<file path="src/rtl/ac97_cmd_sequencer.sv">
`default_nettype none
// ============================================================================
// Module   : ac97_cmd_sequencer
// Brief    : AC97 control-slot scheduler: codec init writes, then round-robin
//            between volume updates and an external register-write port.
//            Optional macro AC97_VOL_DEBOUNCE_EN adds frame-based volume debounce.
// Revision : 1.0
// ============================================================================
module ac97_cmd_sequencer #(
  parameter logic [4:0] PCMOUT_GAIN = 5'b01000
`ifdef AC97_VOL_DEBOUNCE_EN
  , parameter int DEBOUNCE_FRAMES = 4
`endif
) (
  input  logic        bit_clk,
  input  logic        reset_b,
  input  logic        frame_start,
  input  logic        codec_ready,
  input  logic [3:0]  volume_control,
  input  logic        ext_req,
  input  logic [6:0]  ext_addr,
  input  logic [15:0] ext_data,
  output logic        ext_ack,
  output logic        cmd_valid,
  output logic [19:0] cmd_addr,
  output logic [19:0] cmd_data,
  output logic        init_done
);

  // Post-init states all have bit 2 set; init_done is decoded from that.
  localparam logic [2:0] ST_WAIT_READY  = 3'd0;
  localparam logic [2:0] ST_INIT_MASTER = 3'd1;
  localparam logic [2:0] ST_INIT_HEADPH = 3'd2;
  localparam logic [2:0] ST_INIT_PCM    = 3'd3;
  localparam logic [2:0] ST_IDLE        = 3'd4;
  localparam logic [2:0] ST_VOL_MASTER  = 3'd5;
  localparam logic [2:0] ST_VOL_HEADPH  = 3'd6;
  localparam logic [2:0] ST_EXT         = 3'd7;

  localparam logic [6:0]  ADDR_MASTER = 7'h02;
  localparam logic [6:0]  ADDR_HEADPH = 7'h04;
  localparam logic [6:0]  ADDR_PCM    = 7'h18;
  localparam logic [15:0] PCM_WORD    = {3'b000, PCMOUT_GAIN, 3'b000, PCMOUT_GAIN};

  function automatic logic [15:0] vol_word(input logic [3:0] v);
    return {3'b000, 1'b1, v, 3'b000, 1'b1, v};
  endfunction

  logic [2:0]  state_q, state_d;
  logic [3:0]  vol_cmd_q, vol_cmd_d;
  logic [3:0]  vol_applied_q, vol_applied_d;
  logic [3:0]  vol_new_q, vol_new_d;
  logic        vol_pend_q, vol_pend_d;
  logic        last_ext_q, last_ext_d;
  logic [6:0]  ext_addr_q, ext_addr_d;
  logic [15:0] ext_data_q, ext_data_d;
  logic        ext_ack_q, ext_ack_d;

  logic        w_consume;
  logic        w_post_init;
  logic        w_in_pair;
  logic [3:0]  w_vol_ref;
  logic [3:0]  w_vol_target;
  logic        w_vol_change;
  logic        w_ext_elig;
  logic        w_pick_ext;
  logic [6:0]  w_addr;
  logic [15:0] w_data;

  assign w_consume   = frame_start && cmd_valid;
  assign w_post_init = state_q[2];
  assign w_in_pair   = (state_q == ST_VOL_MASTER) || (state_q == ST_VOL_HEADPH);
  // While a pair is in flight, compare against the volume being written.
  assign w_vol_ref   = w_in_pair ? vol_cmd_q : vol_applied_q;
  // The ack cycle masks the still-held request that was just serviced.
  assign w_ext_elig  = ext_req && !ext_ack_q;
  assign w_pick_ext  = w_ext_elig && (!vol_pend_q || !last_ext_q);

`ifdef AC97_VOL_DEBOUNCE_EN
  localparam int              CNT_W   = $clog2(DEBOUNCE_FRAMES + 1);
  localparam logic [CNT_W-1:0] CNT_MAX = CNT_W'(DEBOUNCE_FRAMES);

  logic [3:0]       db_vol_q;
  logic [CNT_W-1:0] db_cnt_q;

  always_ff @(posedge bit_clk or negedge reset_b) begin
    if (!reset_b) begin
      db_vol_q <= 4'h0;
      db_cnt_q <= '0;
    end else if (volume_control != db_vol_q) begin
      db_vol_q <= volume_control;
      db_cnt_q <= '0;
    end else if (frame_start && (db_cnt_q != CNT_MAX)) begin
      db_cnt_q <= db_cnt_q + 1'b1;
    end
  end

  assign w_vol_target = db_vol_q;
  assign w_vol_change = (db_cnt_q == CNT_MAX) && (db_vol_q != w_vol_ref);
`else
  assign w_vol_target = volume_control;
  assign w_vol_change = (volume_control != w_vol_ref);
`endif

  always_ff @(posedge bit_clk or negedge reset_b) begin
    if (!reset_b) begin
      state_q       <= ST_WAIT_READY;
      vol_cmd_q     <= 4'h0;
      vol_applied_q <= 4'h0;
      vol_new_q     <= 4'h0;
      vol_pend_q    <= 1'b0;
      last_ext_q    <= 1'b0;
      ext_addr_q    <= 7'h00;
      ext_data_q    <= 16'h0000;
      ext_ack_q     <= 1'b0;
    end else begin
      state_q       <= state_d;
      vol_cmd_q     <= vol_cmd_d;
      vol_applied_q <= vol_applied_d;
      vol_new_q     <= vol_new_d;
      vol_pend_q    <= vol_pend_d;
      last_ext_q    <= last_ext_d;
      ext_addr_q    <= ext_addr_d;
      ext_data_q    <= ext_data_d;
      ext_ack_q     <= ext_ack_d;
    end
  end

  always_comb begin
    state_d       = state_q;
    vol_cmd_d     = vol_cmd_q;
    vol_applied_d = vol_applied_q;
    vol_new_d     = w_vol_change ? w_vol_target : vol_new_q;
    vol_pend_d    = w_post_init && w_vol_change;
    last_ext_d    = last_ext_q;
    ext_addr_d    = ext_addr_q;
    ext_data_d    = ext_data_q;
    ext_ack_d     = 1'b0;
    if ((state_q != ST_WAIT_READY) && !codec_ready) begin
      state_d = ST_WAIT_READY;
    end else begin
      case (state_q)
        ST_WAIT_READY: begin
          if (codec_ready) begin
            state_d   = ST_INIT_MASTER;
            vol_cmd_d = volume_control;
          end
        end
        ST_INIT_MASTER: if (w_consume) state_d = ST_INIT_HEADPH;
        ST_INIT_HEADPH: if (w_consume) state_d = ST_INIT_PCM;
        ST_INIT_PCM: begin
          if (w_consume) begin
            state_d       = ST_IDLE;
            vol_applied_d = vol_cmd_q;
          end
        end
        ST_IDLE: begin
          if (w_pick_ext) begin
            state_d    = ST_EXT;
            ext_addr_d = ext_addr;
            ext_data_d = ext_data;
            last_ext_d = 1'b1;
          end else if (vol_pend_q) begin
            state_d    = ST_VOL_MASTER;
            vol_cmd_d  = vol_new_q;
            last_ext_d = 1'b0;
          end
        end
        ST_VOL_MASTER: if (w_consume) state_d = ST_VOL_HEADPH;
        ST_VOL_HEADPH: begin
          if (w_consume) begin
            state_d       = ST_IDLE;
            vol_applied_d = vol_cmd_q;
          end
        end
        ST_EXT: begin
          if (w_consume) begin
            state_d   = ST_IDLE;
            ext_ack_d = 1'b1;
          end
        end
        default: state_d = ST_WAIT_READY;
      endcase
    end
  end

  always_comb begin
    cmd_valid = 1'b0;
    w_addr    = 7'h00;
    w_data    = 16'h0000;
    case (state_q)
      ST_INIT_MASTER, ST_VOL_MASTER: begin
        cmd_valid = 1'b1;
        w_addr    = ADDR_MASTER;
        w_data    = vol_word(vol_cmd_q);
      end
      ST_INIT_HEADPH, ST_VOL_HEADPH: begin
        cmd_valid = 1'b1;
        w_addr    = ADDR_HEADPH;
        w_data    = vol_word(vol_cmd_q);
      end
      ST_INIT_PCM: begin
        cmd_valid = 1'b1;
        w_addr    = ADDR_PCM;
        w_data    = PCM_WORD;
      end
      ST_EXT: begin
        cmd_valid = 1'b1;
        w_addr    = ext_addr_q;
        w_data    = ext_data_q;
      end
      default: ;
    endcase
  end

  assign cmd_addr  = {1'b0, w_addr, 12'h000};
  assign cmd_data  = {w_data, 4'h0};
  assign init_done = w_post_init;
  assign ext_ack   = ext_ack_q;

endmodule
`default_nettype wire

</file>
<file path="config.mk">
export PLATFORM = sky130hd
export DESIGN_NAME = ac97_cmd_sequencer
export DESIGN_NICKNAME = d
export VERILOG_FILES = /design/src/rtl/ac97_cmd_sequencer.sv
export SDC_FILE = /design/constraint.sdc
export NUM_CORES = 1
export LEC_CHECK = 0
export ABC_AREA = 1
export CAP_MARGIN = 20
export CORE_MARGIN = 4
export CORE_UTILIZATION = 45
export DETAILED_ROUTE_END_ITERATION = 6
export PLACE_DENSITY = 0.79
export SLEW_MARGIN = 20
export SYNTH_ARGS = -nofsm -noshare
export SYNTH_HDL_FRONTEND = slang
export SYNTH_SLANG_ARGS = --single-unit
</file>
<file path="constraint.sdc">
create_clock -name bit_clk -period 4.35 [get_ports bit_clk]
set_input_delay 0.87 -clock bit_clk [delete_from_list [all_inputs] [get_ports bit_clk]]
set_output_delay 0.87 -clock bit_clk [all_outputs]
set_load 0.05 [all_outputs]
</file>
==> key figures <==
Run status
  • Status: complete, no violations

Yosys
  • Simple-gate share of the synthesized area: 23.84%
  • Top FF cell, synth: dfrtp_1
  • Seq/Total Area, Yosys: 46.78%
  • Mapped Cells: 284
  • Compound-cell area share of the yosys netlist: 14.55%
  • Post-Synth XOR/XNOR Area: 0%
  • Largest area contributor in the netlist: dfrtp_1
  • Synth warnings: 0
  • Synthesized area: 2193 um^2
  • Synth top area cells: dfrtp_1 (47%), nand2_1 (12%), o21ai_0 (8.0%)
  • Number of flops mapped to enable cells by yosys: 0
  • Distinct cell type count after synthesis: 26
  • Post-synth top area share: 46.78%
  • Largest family of logic cells by synthesized area: simple AND/OR/NAND/NOR gates
  • Ys async rst share: 100.0%
  • Mux share of post-synthesis cell area: 0%
  • Synth Area in Adders: 0%
  • Register bit total from synthesis: 41
  • Mean Syn Cell Area: 7.723 um^2

Cells and area
  • Commonest cells after routing, fill and taps aside: nand2_1 (73), clkdlybuf4s50_1 (56), dfrtp_1 (41)
  • Layout cell share with drive strength beyond 1: 7.353%
  • Antenna diodes: 0
  • Layout area overhead: 28.64%
  • Leading cell type in the layout, fill and taps excluded: nand2_1
  • Design area: 2821 um^2
  • Multi-input logic area: 905.9 um^2
  • Layout net count: 372
  • FF/Latch Area: 1026 um^2
  • Filler instances: 430

Timing
  • Final setup fails: 0
  • Fmax achieved: 286.4 MHz
  • Final setup TNS: 0 ps
  • Final Max Tran Viols: 0
  • Max-slew headroom: 38.36%
  • Final hold vios: 0
  • Worst-Margin Slew: 924.6 ps
  • Clock skew: 2.368 ps
  • Fin crit share: 80.26%
  • Worst hold slack: 496.8 ps
  • RSZ-0062 raised after global routing: false
  • Fin crit period: 3491 ps

Global route
  • First-pass GRT wire length: 8.431 mm
  • Vias in the first global route: 1825
  • Initial antenna violation count: 0
  • Global route overflow: 0
  • GR Layer Usage met2: 29.97%
  • Largest net degree at the start of global routing: 47
  • Tot GR Track Use: 17.35%
  • Met1 Use GR: 20.74%
  • Met3 usage: 3.016%
  • Busiest layer in global routing: met2

Route
  • Vias per cell: 4.737
  • Initial DRT Pass Iterations: 4
  • WL/cell: 12.39 um
  • 1st-iter DRT viols: 93
  • Vias: 1928
  • DRC errors left: 0
  • Aggregate routed wire length: 5.043 mm
  • DRT antenna net count: 0

Setup path
  • CP max-delay cell: clkdlybuf4s50_1
  • CP dominant cell by count: nand2_1
  • Largest stage delay, worst path: 850 ps
  • CP top delay family: buffers and inverters
  • Arrival @ worst endpoint: 2620 ps
  • Setup CP Type: register to output pin
  • Worst Path Buf+Inv: 2
  • Critical path peak fanout: 20
  • CP endpoint kind: output pin
  • Worst path cell trace: nand2_1 -> inv_1 -> nand2_1 -> o21ai_0 -> clkdlybuf4s50_1
  • WP data required: 3480 ps
  • Crit path launch type: register

Power
  • VDD IR-drop max: 0.3783 mV
  • Leakage: 1.338 nW
  • P per Cell Area: 688.7 nW/um^2
  • Pwr Total: 1.943 mW

Placement
  • Routability Congestion: 0.8738
  • Dpl hpwl: 3.772 mm
  • Buffers on Ports: 57
  • Area after DPL: 2735 um^2

Floorplan
  • Top-Level Pins: 75
  • Full die area: 6055 um^2
  • Initial Utilization: 46.44%
  • Num rows: 25
  • Core area: 4723 um^2
  • Die H: 77.82 um
  • Die width: 77.82 um

Clock tree
  • Worst skew pair latency: 290 ps
  • Clock Root Buffer: clkbuf_8
  • Clock slew at reported path FFs: 70 ps
  • H-tree levels: 2
  • Post-CTS Setup Repair Bufs: 0
  • Resize count post-CTS: 0
  • Hold_buf cts: 0
  • Clk buf depth: 2
  • CTS Buf Count: 5
  • Clock Sinks: 41
  • CTS tree: built

Flow run
  • # Max-Cap Violations: 0

Worst hold path
  • Hold WC Path Type: register to register
## registers in the layout, indices dropped and copies added (netlist names)
name	count
ext_ack	1
ext_addr_q	7
ext_data_q	16
last_ext_q	1
state_q	3
vol_applied_q	4
vol_cmd_q	4
vol_new_q	4
vol_pend_q	1
## logic make-up after synthesis
group / after synthesis
other: 1
AND/OR/NAND/NOR: 117
flip-flops: 41
buffers and inverters: 65
AO/OA/AOI/OAI: 60
## path summary, 6_finish.rpt
kind,slack [ps],depth (start not counted),start,endpoint
max,860,5,state_q[1],cmd_data[14]
min,500,2,vol_applied_q[1],vol_applied_q[1]
max reg2reg,2320,6,state_q[0],ext_addr_q[6]
min reg2reg,500,2,vol_applied_q[1],vol_applied_q[1]
max in group asynchronous,3070,1,reset_b,vol_cmd_q[0]
min in group asynchronous,720,1,reset_b,ext_data_q[9]
## layer usage
layer	up-vias	part of all wire (%)
met2	52	50
li1	975	-
met1	892	43
met5	-	0
met3	9	4.8
met4	0	2.4
## cell usage after synthesis (all sizes together), types with 2 or more instances
cell,n
nand3,15
buf,22
nand2,79
dfrtp,41
o21ai,49
o211ai,2
o22ai,2
nor2,20
clkbuf,2
a21oi,5
inv,41
nand3b,2
## worst reg2reg max path: cells and delay by family (launching register included)
| kind | cells | cell delay, ps |
|---|---|---|
| AO/OA/AOI/OAI | 1 | 200 |
| buffers and inverters | 1 | 140 |
| flip-flops | 1 | 460 |
| AND/OR/NAND/NOR | 4 | 1080 |
## through the flow
step	utilization, %	instances	setup slack [ps]
4_1_cts	59.74	407	851.9
6_report	59.74	407	858.6
5_1_grt	59.74	407	663.3
3_5_place_dp	57.91	400	1193
3_3_place_gp	57.91	400	1303
2_1_floorplan	-	300	1236
## where the power goes
group	total, mW	internal [mW]	switching, mW
clock network	0.250	0.126	0.124
logic	1.05	0.333	0.718
registers	0.643	0.551	0.0920
## cell type report
cell class              count  area share [%]
well taps                  67           2.971
inverters                  41           5.455
multi-input cells         194           32.11
repair buffers             57           20.04
clock buffers               7           3.060
flip-flops and latches     41           36.36
(Power assumes the default switching activity.)
